### src/rtl/ysyx_23060124_ifu.sv
// Instruction fetch unit: one AXI4-Lite read per PC update, handed to decode via valid/ready.
// Optional performance counters are compiled in with YSYX_23060124_IFU_PERF_EN.
module ysyx_23060124_ifu #(
    parameter int                ADDR_W   = 32,
    parameter int                DATA_W   = 32,
    parameter logic [ADDR_W-1:0] RESET_PC = 32'h8000_0000
) (
    input  logic              i_clk,
    input  logic              i_rst,
    input  logic              i_pc_update,
    input  logic [ADDR_W-1:0] i_npc,
    output logic [ADDR_W-1:0] o_araddr,
    output logic              o_arvalid,
    input  logic              i_arready,
    input  logic [DATA_W-1:0] i_rdata,
    input  logic [1:0]        i_rresp,
    input  logic              i_rvalid,
    output logic              o_rready,
    output logic [DATA_W-1:0] o_ins,
    output logic [ADDR_W-1:0] o_pc,
    output logic              o_valid,
    input  logic              i_ready,
    output logic              o_fetch_err
`ifdef YSYX_23060124_IFU_PERF_EN
    ,
    output logic [63:0]       o_fetch_cnt,
    output logic [63:0]       o_stall_cnt
`endif
);

    // state  | meaning
    // S_IDLE | just out of reset, first fetch issued next cycle
    // S_AR   | read address presented, waiting for arready
    // S_R    | waiting for read data
    // S_OUT  | instruction offered to decode
    // S_WPC  | waiting for writeback to supply the next PC
    typedef enum logic [2:0] {
        S_IDLE = 3'd0,
        S_AR   = 3'd1,
        S_R    = 3'd2,
        S_OUT  = 3'd3,
        S_WPC  = 3'd4
    } state_t;

    state_t            state;
    logic [ADDR_W-1:0] pc;

    assign o_araddr = pc;

    always_ff @(posedge i_clk or posedge i_rst) begin
        if (i_rst) begin
            state       <= S_IDLE;
            pc          <= RESET_PC;
            o_arvalid   <= 1'b0;
            o_rready    <= 1'b0;
            o_valid     <= 1'b0;
            o_fetch_err <= 1'b0;
            o_ins       <= '0;
            o_pc        <= '0;
        end else begin
            case (state)
                S_IDLE: begin
                    o_arvalid <= 1'b1;
                    state     <= S_AR;
                end
                S_AR: begin
                    if (i_arready) begin
                        o_arvalid <= 1'b0;
                        o_rready  <= 1'b1;
                        state     <= S_R;
                    end
                end
                S_R: begin
                    // A bad response is flagged but the word still goes to decode.
                    if (i_rvalid) begin
                        o_ins    <= i_rdata;
                        o_pc     <= pc;
                        o_rready <= 1'b0;
                        o_valid  <= 1'b1;
                        state    <= S_OUT;
                        if (i_rresp != 2'b00) o_fetch_err <= 1'b1;
                    end
                end
                S_OUT: begin
                    if (i_ready) begin
                        o_valid <= 1'b0;
                        state   <= S_WPC;
                    end
                end
                S_WPC: begin
                    if (i_pc_update) begin
                        pc        <= {i_npc[ADDR_W-1:2], 2'b00};
                        o_arvalid <= 1'b1;
                        state     <= S_AR;
                        if (i_npc[1:0] != 2'b00) o_fetch_err <= 1'b1;
                    end
                end
                default: state <= S_IDLE;
            endcase
        end
    end

`ifndef SYNTHESIS
    always_ff @(posedge i_clk) begin
        if (!i_rst && i_pc_update && state != S_WPC)
            $warning("ifu: i_pc_update ignored in state %s", state.name());
    end
`endif

`ifdef YSYX_23060124_IFU_PERF_EN
    always_ff @(posedge i_clk or posedge i_rst) begin
        if (i_rst) begin
            o_fetch_cnt <= '0;
            o_stall_cnt <= '0;
        end else begin
            if (state == S_R && i_rvalid)         o_fetch_cnt <= o_fetch_cnt + 64'd1;
            if (state == S_AR || state == S_R)    o_stall_cnt <= o_stall_cnt + 64'd1;
        end
    end
`endif

endmodule

### config.mk
export PLATFORM = sky130hd
export DESIGN_NAME = ysyx_23060124_ifu
export DESIGN_NICKNAME = d
export VERILOG_FILES = /design/src/rtl/ysyx_23060124_ifu.sv
export SDC_FILE = /design/constraint.sdc
export NUM_CORES = 1
export LEC_CHECK = 0
export CORE_ASPECT_RATIO = 1.1
export CORE_MARGIN = 8
export CORE_UTILIZATION = 60
export CTS_BUF_LIST = sky130_fd_sc_hd__clkbuf_8
export DETAILED_ROUTE_END_ITERATION = 6
export DONT_BUFFER_PORTS = 1
export GPL_TIMING_DRIVEN = 0
export PLACE_DENSITY = 0.76
export SKIP_LAST_GASP = 1
export SLEW_MARGIN = 20
export SYNTH_ARGS = -nofsm -noshare
export SYNTH_HDL_FRONTEND = slang
export SYNTH_SLANG_ARGS = --single-unit
export TNS_END_PERCENT = 100
### constraint.sdc
create_clock -name i_clk -period 3.5 [get_ports i_clk]
set_input_delay 0.7 -clock i_clk [delete_from_list [all_inputs] [get_ports i_clk]]
set_output_delay 0.7 -clock i_clk [all_outputs]
set_load 0.01 [all_outputs]
# Yosys cells after proc, flatten, opt, wreduce, memory -nomap -nowiden
# Cells that the tools add are included.
# op_classes
n_eq_ne,10
n_mux,19
n_reduce_logical,14
# op_table
operator,n
case mux 3 bit (5 select lines),1
2-to-1 mux 3 bit,4
inequality test 2 bit (second input constant),6
2-to-1 mux 1 bit,10
nonzero test 2 bit,5
AND reduction 3 bit,3
== test 3 x 2 -> 1 bit (second input constant),2
case mux 1 bit (2 select lines),3
AND reduction 5 bit,1
AND reduction 2 bit,2
AND reduction 4 bit,1
== test 3 x 1 -> 1 bit (second input constant),1
== test 3 bit (second input constant),1
logical NOT 3 bit,1
case mux 1 bit (3 select lines),1
nonzero test 3 bit,1
# totals
reg_bits,99
input_bits,72
wordCells,51

# Logic depth before layout (Yosys ltp)
# Gate-level depths: netlist of the first run.
# logic_depth
depth_word,4
mapped_depth,4
depth_no_buf,3

# Worst setup path before layout of the first run
# OpenSTA, ideal clock, no wires.
# synth_timing
path_type,input -> register
start,input port i_rvalid
end,register o_ins[0]
arrival_ps,1473
required_ps,3375
path_slack_ps,1901
path_stages,4
path_cell_list,nand3b_4 > nor2_8 > buf_8 > mux2_4
# synth_between
elab_chain_len,1
# synth_lines
item,line,text
start: declaration,17,"input logic i_rvalid,"
AND reduction 2 bit (no line),-,
end signal: assignment,76,o_ins <= i_rdata;
end: declaration,19,"output logic [DATA_W-1:0] o_ins,"
# No other way between the ends.
# A chain may end at the register's enable or synchronous reset.

# Final worst setup path of the first run
# layout_timing
start,register pc[31] (netlist: o_araddr[31])
end,output port o_araddr[31]
# layout_lines
item,line,text
start: declaration,46,logic [ADDR_W-1:0] pc;
start signal: assignment,92,"pc <= {i_npc[ADDR_W-1:2], 2'b00};"
end: declaration,12,"output logic [ADDR_W-1:0] o_araddr,"
# No word-level cell between the ends.

==> results.py, run 1 <==
metrics = {
    "yosys": {
        "ys_seq_area_share_pct": 59.7,
        "ys_types": 28,
        "ys_seq_elements": 99,
        "synthCells": 240,
        "ys_warn_count": 0,
        "syn_area_per_cell_sq_um": 17.3,
        "netlist_area_sq_mm": 0.00416,
    },
    "grt": {
        "grt_pass1_wl_um": 12600,
        "grt_start_max_net_pins": 51,
        "grt_usage_pct": 17.1,
        "grt_pass1_vias": 2170,
        "antenna_found_initial": 0,
        "overflow": 0,
    },
    "sta": {
        "grt_setup_unrepaired": "false",
        "fin_crit_sh_pct": 46.1,
        "slew_viol_final": 0,
        "hold_viol": 0,
        "report.final.setup_viol": 0,
        "finalClockSkew_ns": 0.0118,
        "setup_ws_ns": 1.89,
        "max_freq_ghz": 0.620,
        "fin_setup_tns_ns": 0,
        "min_period_ns": 1.61,
    },
    "final_layout": {
        "num-nets-final": 327,
        "fin_util_pct": 66.1,
        "drive_above_1_share_pct": 50.0,
        "mostFrequentLayoutCell": "dfrtp_1",
        "n_fill_cell": 501,
        "diodes": 0,
        "final_cell_mix": "dfrtp_1, mux2_4, mux2_2",
        "syn2layout_area_growth_pct": 8.94,
    },
    "min_path": {
        "hold_class": "in2async",
    },
    "power": {
        "max-vdd-ir-drop_mv": 0.550,
        "p_per_area_mw_per_mm2": 970,
        "leakage_nw": 2.09,
    },
    "cts": {
        "clock_sinks": 99,
        "cts_root_buf": "clkbuf_8",
        "cts_tree": "yes",
        "cts_setup_buffers": 0,
        "post_cts_resized": 0,
        "cts_buffers": 9,
        "cts_buffer_depth": 2,
        "postCtsHoldBufs": 0,
        "clk_latency_ns": 0.35,
        "htreeDepth": 3,
        "clkTransAtPathRegs_ns": 0.09,
    },
    "route": {
        "antenna_left": 0,
        "wirelength_um": 8510,
        "routedWlPerCell_um": 24.7,
        "drt_iter0_drc": 51,
        "vias": 1992,
        "vias_per_cell": 5.77,
        "route.detailed.drc": 0,
        "drt_first_pass_iters": 4,
    },
    "critical_path": {
        "cp-startpoint": "o_araddr[31]$_DFFE_PP1P_",
        "critPathArrivalTime_ns": 0.91,
        "cp_max_fo": 3,
        "reg2reg_from": "state[2]$_DFFE_PP0P_",
        "critPathCaptureType": "output pin",
        "path_class": "reg2out",
        "start_kind": "flop",
        "cp_data_required_time_ns": 2.80,
        "ff2ff_setup_slack_ns": 1.89,
    },
    "placement": {
        "dp_hpwl_um": 6400,
        "pre_cts_ws_ns": 1.79,
        "gp_congestion": 0.682,
        "io_buffer_count": 0,
    },
    "job": {
        "maxCapViolCount": 0,
    },
    "floorplanning": {
        "core_sq_mm": 0.00685,
        "rows": 32,
        "dieArea_sq_mm": 0.00985,
        "die_w_um": 95.3,
        "io_pins": 172,
        "die_h_um": 103,
        "initial_core_util_pct": 60.7,
    },
    "status": {
        "outcome": "finished, final reports clean",
    },
}
[kinds of logic (layout without fill, tap and decap cells)]
kind of cell / Yosys count / in the layout / share of synthesized area [%]
and+or+nand+nor: 13 / 13 / 2.86
DFF: 99 / 99 / 59.7
buffers and inverters: 19 / 36 / 4.46
other: 1 / 4 / 0.0902
muxes: 92 / 92 / 30.5
AOI/OAI and AO/OA: 16 / 16 / 2.41
[routing by layer]
layer	global-route usage [%]	part of all wire [%]	wire length [um]
met1	19.0	35	2960
met2	28.3	53	4470
met3	7.00	11	955
met4	7.21	1.4	115
met5	0	0	0
[final timing paths]
kind                                                end  depth (start not counted)
worst min register to register  o_fetch_err$_DFFE_PP0P_                          1
worst max-delay path                       o_araddr[31]                          0
worst max register to register     o_pc[28]$_DFFE_PP0P_                          4
min in group i_clk                 state[2]$_DFFE_PP0P_                          1
worst min-delay path               o_ins[2]$_DFFE_PP0P_                          1
max in group asynchronous          o_pc[25]$_DFFE_PP0P_                          2
[registers in the layout, indices dropped and copies added, names as in the netlist]
register     flops
o_araddr        30
o_arvalid        1
o_fetch_err      1
o_ins           32
o_pc            30
o_rready         1
o_valid          1
state            3
[final cells by class]
cell class	instances	area, sq um	area share (%)
flip-flops and latches	99	2480	54.8
repair buffers	1	27.5	0.608
plain buffers	14	166	3.68
clock buffers	12	165	3.65
inverters	5	23.8	0.525
clock inverters	4	56.3	1.24
multi-input cells	125	1500	33.2
well taps	85	106	2.35
[power by group]
part / switching (mW) / total [mW] / leakage, nW / internal [mW]
combinational: 0.346 / 1.15 / 0.778 / 0.806
clock: 0.380 / 0.775 / 0.113 / 0.395
sequential: 0.766 / 2.47 / 1.20 / 1.70
[synth_stat cells]
library cell	n	area, sq um
nand2_1	2	7.51
mux2_4	62	931
o21bai_1	1	7.51
and2b_1	1	7.51
inv_1	5	18.8
o32ai_1	1	8.76
a21oi_1	6	30.0
dfstp_2	1	26.3
buf_12	1	20.0
nand3_1	2	10.0
buf_8	5	75.1
a31o_2	1	8.76
nor3_4	1	16.3
buf_4	5	37.5
o32a_1	1	10.0
o22ai_1	1	6.26
mux2_2	30	338
or2b_1	1	7.51
o21ai_0	4	20.0
nor2_1	1	3.75
nand2b_4	1	13.8
nand2b_1	2	12.5
buf_6	3	33.8
nand3b_4	1	20.0
a22o_1	1	8.76
dfrtp_1	98	2450
nor2_8	1	20.0
conb_1	1	3.75
[per-stage QoR]
step | cells | area (sq um) | power, mW | hold slack (ns)
6_report | 345 | 4530 | 4.39 | 0.224
5_1_grt | 345 | 4530 | 4.63 | 0.241
4_1_cts | 345 | 4530 | 4.46 | 0.236
3_5_place_dp | 329 | 4310 | 3.67 | 0.542
3_3_place_gp | 328 | 4270 | 3.59 | 0.543
2_1_floorplan | 243 | 4170 | 3.34 | 0.512
No activity file was read; power rests on OpenSTA's default activity.
==> run 2: changes to the inputs <==
Clock period 3.5 ns to 1.6 ns, I/O delays scaled along.
==> results.py, run 2 (synthesis results as in run 1) <==
metrics = {
    "power": {
        "max-vdd-ir-drop_mv": 1.18,
        "p_sw_mw": 3.24,
        "clockPowerShare_pct": 16.5,
        "p_sw_share_pct": 34.1,
        "combPwrFrac_pct": 27.0,
        "power.internal_mw": 6.28,
        "leakage_nw": 2.09,
        "seq_power_share_pct": 56.5,
        "power.total_mw": 9.52,
        "p_per_area_mw_per_mm2": 2090,
    },
    "critical_path": {
        "reg2reg_from": "state[1]$_DFFE_PP0P_",
        "cp_data_required_time_ns": 1.83,
        "path_class": "reg2reg",
        "start_kind": "flop",
        "cp-startpoint": "state[1]$_DFFE_PP0P_",
        "critPathCaptureType": "flop",
        "cp_max_fo": 10,
        "critPathArrivalTime_ns": 1.77,
    },
    "sta": {
        "max_freq_ghz": 0.652,
        "max_slew.worst_pin.slew_ns": 0.716,
        "hold_viol": 0,
        "maxSlewHeadroom_pct": 52.1,
        "report.final.setup_viol": 0,
        "min_period_ns": 1.53,
        "finalClockSkew_ns": 0.0141,
        "grt_setup_unrepaired": "true",
        "slew_viol_final": 0,
        "fin_crit_sh_pct": 95.9,
        "setup_ws_ns": 0.0659,
    },
    "placement": {
        "gp_congestion": 0.695,
        "io_buffer_count": 0,
        "dp_hpwl_um": 6240,
        "pre_cts_ws_ns": -0.0249,
    },
    "floorplanning": {
        "dieArea_sq_mm": 0.00985,
        "io_pins": 172,
        "rows": 32,
        "die_w_um": 95.3,
        "core_sq_mm": 0.00685,
        "die_h_um": 103,
        "initial_core_util_pct": 60.7,
    },
    "route": {
        "antenna_left": 0,
        "vias_per_cell": 5.67,
        "drt_first_pass_iters": 4,
        "route.detailed.drc": 0,
        "wirelength_um": 8420,
        "vias": 1973,
        "drt_iter0_drc": 57,
        "routedWlPerCell_um": 24.2,
    },
    "grt": {
        "grt_start_max_net_pins": 36,
        "overflow": 0,
        "grt_pass1_vias": 2179,
        "antenna_found_initial": 0,
        "grt_pass1_wl_um": 12400,
        "grt_usage_pct": 16.8,
    },
    "cts": {
        "cts_root_buf": "clkbuf_8",
        "clock_sinks": 99,
        "cts_buffers": 9,
        "clkTransAtPathRegs_ns": 0.10,
        "htreeDepth": 3,
        "cts_tree": "yes",
        "cts_buffer_depth": 2,
        "clk_latency_ns": 0.35,
    },
    "final_layout": {
        "final_cell_mix": "dfrtp_1, mux2_4, mux2_2",
        "mostFrequentLayoutCell": "dfrtp_1",
        "num-nets-final": 332,
        "diodes": 0,
        "drive_above_1_share_pct": 51.0,
        "regMostFlops": "o_ins",
        "syn2layout_area_growth_pct": 9.58,
        "largest_register_ffs": 32,
    },
    "min_path": {
        "hold_class": "in2reg",
        "hp-start": "i_pc_update",
    },
    "status": {
        "outcome": "finished, final reports clean",
    },
    "job": {
        "maxCapViolCount": 0,
    },
}
==> run 2: path summary, 6_finish.rpt <==
path                            depth (start not counted)                       end  slack (ns)
worst min-delay path                                    1      state[2]$_DFFE_PP0P_        0.08
max in group asynchronous                               3  o_araddr[31]$_DFFE_PP1P_        0.37
worst min register to register                          1   o_fetch_err$_DFFE_PP0P_        0.56
worst max register to register                          4  o_araddr[24]$_DFFE_PP0P_        0.07
min in group asynchronous                               2     o_ins[25]$_DFFE_PP0P_        0.56
worst max-delay path                                    4  o_araddr[24]$_DFFE_PP0P_        0.07
==> run 2: per-layer routing <==
metal | up-vias | global-route usage, % | routed length [um]
met5 | - | 0 | 0
met4 | 0 | 7.57 | 123
met3 | 10 | 6.57 | 925
met2 | 90 | 27.9 | 4420
met1 | 1008 | 18.7 | 2960
li1 | 865 | - | -
==> run 2: repair_timing <==
action | 4_1_cts | 5_1_grt
pin swaps | 1 | 0
gates cloned | 0 | 0
hold buffers | 1 | 0
hold endpoints to repair | 30 | 0
setup buffers | 2 | 1
endpoints found under the setup margin | 53 | 54
resized for setup | 1 | 1
==> run 2: cell type report <==
cell class | instances | area [sq um]
clock inverters | 4 | 51.3
plain buffers | 14 | 166
well taps | 85 | 106
clock buffers | 10 | 138
multi-input cells | 125 | 1500
fillers | 464 | 2290
flip-flops and latches | 99 | 2480
inverters | 5 | 22.5
repair buffers | 6 | 85.1
==> run 2: metrics by stage <==
stage	area (sq um)	TNS, ns	hold slack (ns)	util (%)	std cells
3_3_place_gp	4280	-34.37	0.435	62.5	328
3_5_place_dp	4320	-0.571	0.334	63.0	330
2_1_floorplan	4170	0	0.430	-	243
5_1_grt	4550	-0.0239	0.0573	66.5	348
6_report	4550	0	0.0782	66.5	348
4_1_cts	4540	0	0.0596	66.4	347
==> run 2: power groups by stage <==
stage	clock [mW]	sequential, mW	combinational, mW
2_1_floorplan	0	5.02	2.29
3_3_place_gp	0	5.44	2.43
3_5_place_dp	0	5.46	2.54
4_1_cts	1.61	5.45	2.58
5_1_grt	1.70	5.55	2.77
6_report	1.57	5.38	2.57
==> run 2: worst max-delay path: stages, from the launching register on <==
cell and delay (ns):
dfrtp_2 0.48, nand2b_4 0.19, nor3_4 0.19, buf_6 0.21
mux2_2 0.34
==> run 3: changes to the inputs <==
Settings changed: CELL_PAD_IN_SITES_DETAIL_PLACEMENT set to 1, CELL_PAD_IN_SITES_GLOBAL_PLACEMENT set to 2, CORE_UTILIZATION 60 to 44, CTS_CLUSTER_DIAMETER set to 80, PLACE_DENSITY 0.76 to not set, PLACE_DENSITY_LB_ADDON set to 0.1, RECOVER_POWER set to 25.
==> results.py, run 3 (synthesis results as in run 1) <==
metrics = {
    "min_path": {
        "min_to": "state[2]$_DFFE_PP0P_",
        "whs_path_depth": 1,
        "hp-start": "i_pc_update",
        "hold_class": "in2reg",
    },
    "critical_path": {
        "crit_chain": "nand2b_4, nor3_4, buf_4, clkbuf_4, mux2_2",
        "critPathArrivalTime_ns": 1.83,
        "ff2ff_setup_slack_ns": 0.02,
        "cp_data_required_time_ns": 1.85,
        "critPathSlowestCell": "dfrtp_2",
        "critPathMaxStageDelay_ns": 0.45,
        "path_class": "reg2reg",
        "ff2ff_path_depth": 5,
        "reg2reg_from": "state[1]$_DFFE_PP0P_",
        "critPathCaptureType": "flop",
        "cp_max_fo": 6,
        "start_kind": "flop",
        "worstReg2RegEnd": "o_araddr[30]$_DFFE_PP0P_",
    },
    "route": {
        "routedWlPerCell_um": 23.2,
        "vias": 2026,
        "route.detailed.drc": 0,
        "antenna_left": 0,
        "drt_iter0_drc": 62,
        "drt_first_pass_iters": 3,
        "wirelength_um": 8990,
        "vias_per_cell": 5.22,
    },
    "power": {
        "p_sw_share_pct": 34.7,
        "combPwrFrac_pct": 28.1,
        "max-vdd-ir-drop_mv": 0.748,
        "seq_power_share_pct": 56.5,
        "clockPowerShare_pct": 15.4,
        "p_per_area_mw_per_mm2": 2030,
        "p_sw_mw": 3.30,
        "leakage_nw": 2.14,
        "power.internal_mw": 6.21,
        "power.total_mw": 9.51,
    },
    "cts": {
        "clock_sinks": 99,
        "cts_buffer_depth": 2,
        "cts_tree": "yes",
        "cts_root_buf": "clkbuf_8",
        "htreeDepth": 3,
        "clk_latency_ns": 0.36,
        "clkTransAtPathRegs_ns": 0.10,
        "cts_buffers": 9,
    },
    "job": {
        "maxCapViolCount": 0,
    },
    "sta": {
        "maxSlewHeadroom_pct": 50.2,
        "hold_viol": 0,
        "fin_crit_sh_pct": 98.9,
        "report.final.setup_viol": 0,
        "grt_setup_unrepaired": "true",
        "min_period_ns": 1.58,
        "slew_viol_final": 0,
        "max_freq_ghz": 0.632,
        "finalClockSkew_ns": 0.0144,
        "max_slew.worst_pin.slew_ns": 0.743,
        "timing.hold.ws_ns": 0.0634,
    },
    "status": {
        "outcome": "finished, final reports clean",
    },
    "floorplanning": {
        "core_sq_mm": 0.00926,
        "io_pins": 172,
        "die_h_um": 118,
        "rows": 37,
        "dieArea_sq_mm": 0.0128,
        "initial_core_util_pct": 44.9,
        "die_w_um": 109,
    },
    "placement": {
        "dp_hpwl_um": 6720,
        "post-place-cells": 363,
        "io_buffer_count": 0,
        "gp_congestion": 0.671,
    },
    "final_layout": {
        "num-nets-final": 338,
        "regMostFlops": "o_ins",
        "final_cells": 388,
        "mostFrequentLayoutCell": "dfrtp_1",
        "diodes": 0,
        "final_cell_mix": "dfrtp_1, mux2_4, mux2_2",
        "syn2layout_area_growth_pct": 12.5,
        "drive_above_1_share_pct": 52.0,
        "largest_register_ffs": 32,
    },
    "grt": {
        "grt_pass1_vias": 2254,
        "grt_pass1_wl_um": 13800,
        "overflow": 0,
        "grt_usage_pct": 14.1,
        "antenna_found_initial": 1,
        "grt_start_max_net_pins": 34,
    },
}
## run 3: changes by cell type in the layout (fill, tap and decap cells not counted), sizes merged
cell	delta
buf	+5
clkinv	+3
bufinv	-1
clkbuf	+1
## run 3: timing repair
item	in CTS	in global routing
endpoints found under the setup margin	68	9
hold endpoints to repair	12	0
hold buffers	1	0
gates cloned	0	1
gates resized for setup	5	1
pin swaps	1	1
buffers inserted	3	4
## run 3: routing by layer
layer | vias to the layer above | part of all wire [%] | wire [um] | global-route usage [%]
met5 | - | 0.14 | 13 | 0
met4 | 2 | 1.7 | 150 | 5.66
met3 | 13 | 13 | 1140 | 6.96
met2 | 103 | 46 | 4130 | 20.3
met1 | 1026 | 40 | 3550 | 17.5
li1 | 882 | - | - | -
## run 3: how the worst max path moves through the flow
stage	to	slack (ns)	from	depth (start not counted)
4_1_cts	o_araddr[23]$_DFFE_PP0P_	0.03	state[1]$_DFFE_PP0P_	4
2_1_floorplan	o_araddr[10]$_DFFE_PP0P_	0.11	i_rst	1
5_1_grt	o_araddr[18]$_DFFE_PP0P_	-0.03	state[1]$_DFFE_PP0P_	5
6_report	o_araddr[30]$_DFFE_PP0P_	0.02	state[1]$_DFFE_PP0P_	5
3_3_place_gp	o_fetch_err$_DFFE_PP0P_	-0.46	i_rst	1
3_5_place_dp	o_pc[14]$_DFFE_PP0P_	-0.04	state[2]$_DFFE_PP0P_	4
## run 3: layout make-up
type	count	area, sq um
Fill cell	901	4580
Sequential cell	99	2480
Multi-Input combinational cell	125	1500
Buffer	14	181
Timing Repair Buffer	12	163
Tap cell	117	146
Clock buffer	10	138
Clock inverter	6	42.5
Inverter	5	20.0
## run 3: worst max-delay path: cells and delay by family, from the launching register on
kind | cells | cell delay [ns]
DFF | 1 | 0.45
buffers and inverters | 2 | 0.36
and+or+nand+nor | 2 | 0.33
muxes | 1 | 0.33
## run 3: power groups by stage
stage               clock [mW]  sequential, mW  combinational (mW)
detailed placement           0            5.50                2.55
global route              1.63            5.56                2.90
global placement             0            5.48                2.46
finish                    1.47            5.37                2.67
CTS                       1.54            5.46                2.65
floorplan                    0            5.02                2.29
## run 3: per-stage QoR
step | area, sq um | worst slack, ns | utilization (%) | setup TNS [ns]
final | 4670 | 0.0181 | 50.5 | 0
after global routing | 4670 | -0.0347 | 50.5 | -0.398
after CTS | 4640 | 0.0265 | 50.1 | 0
after detailed placement | 4380 | -0.0440 | 47.4 | -1.60
after global placement | 4320 | -0.464 | 46.6 | -46.70
after floorplan | 4170 | 0.105 | - | 0
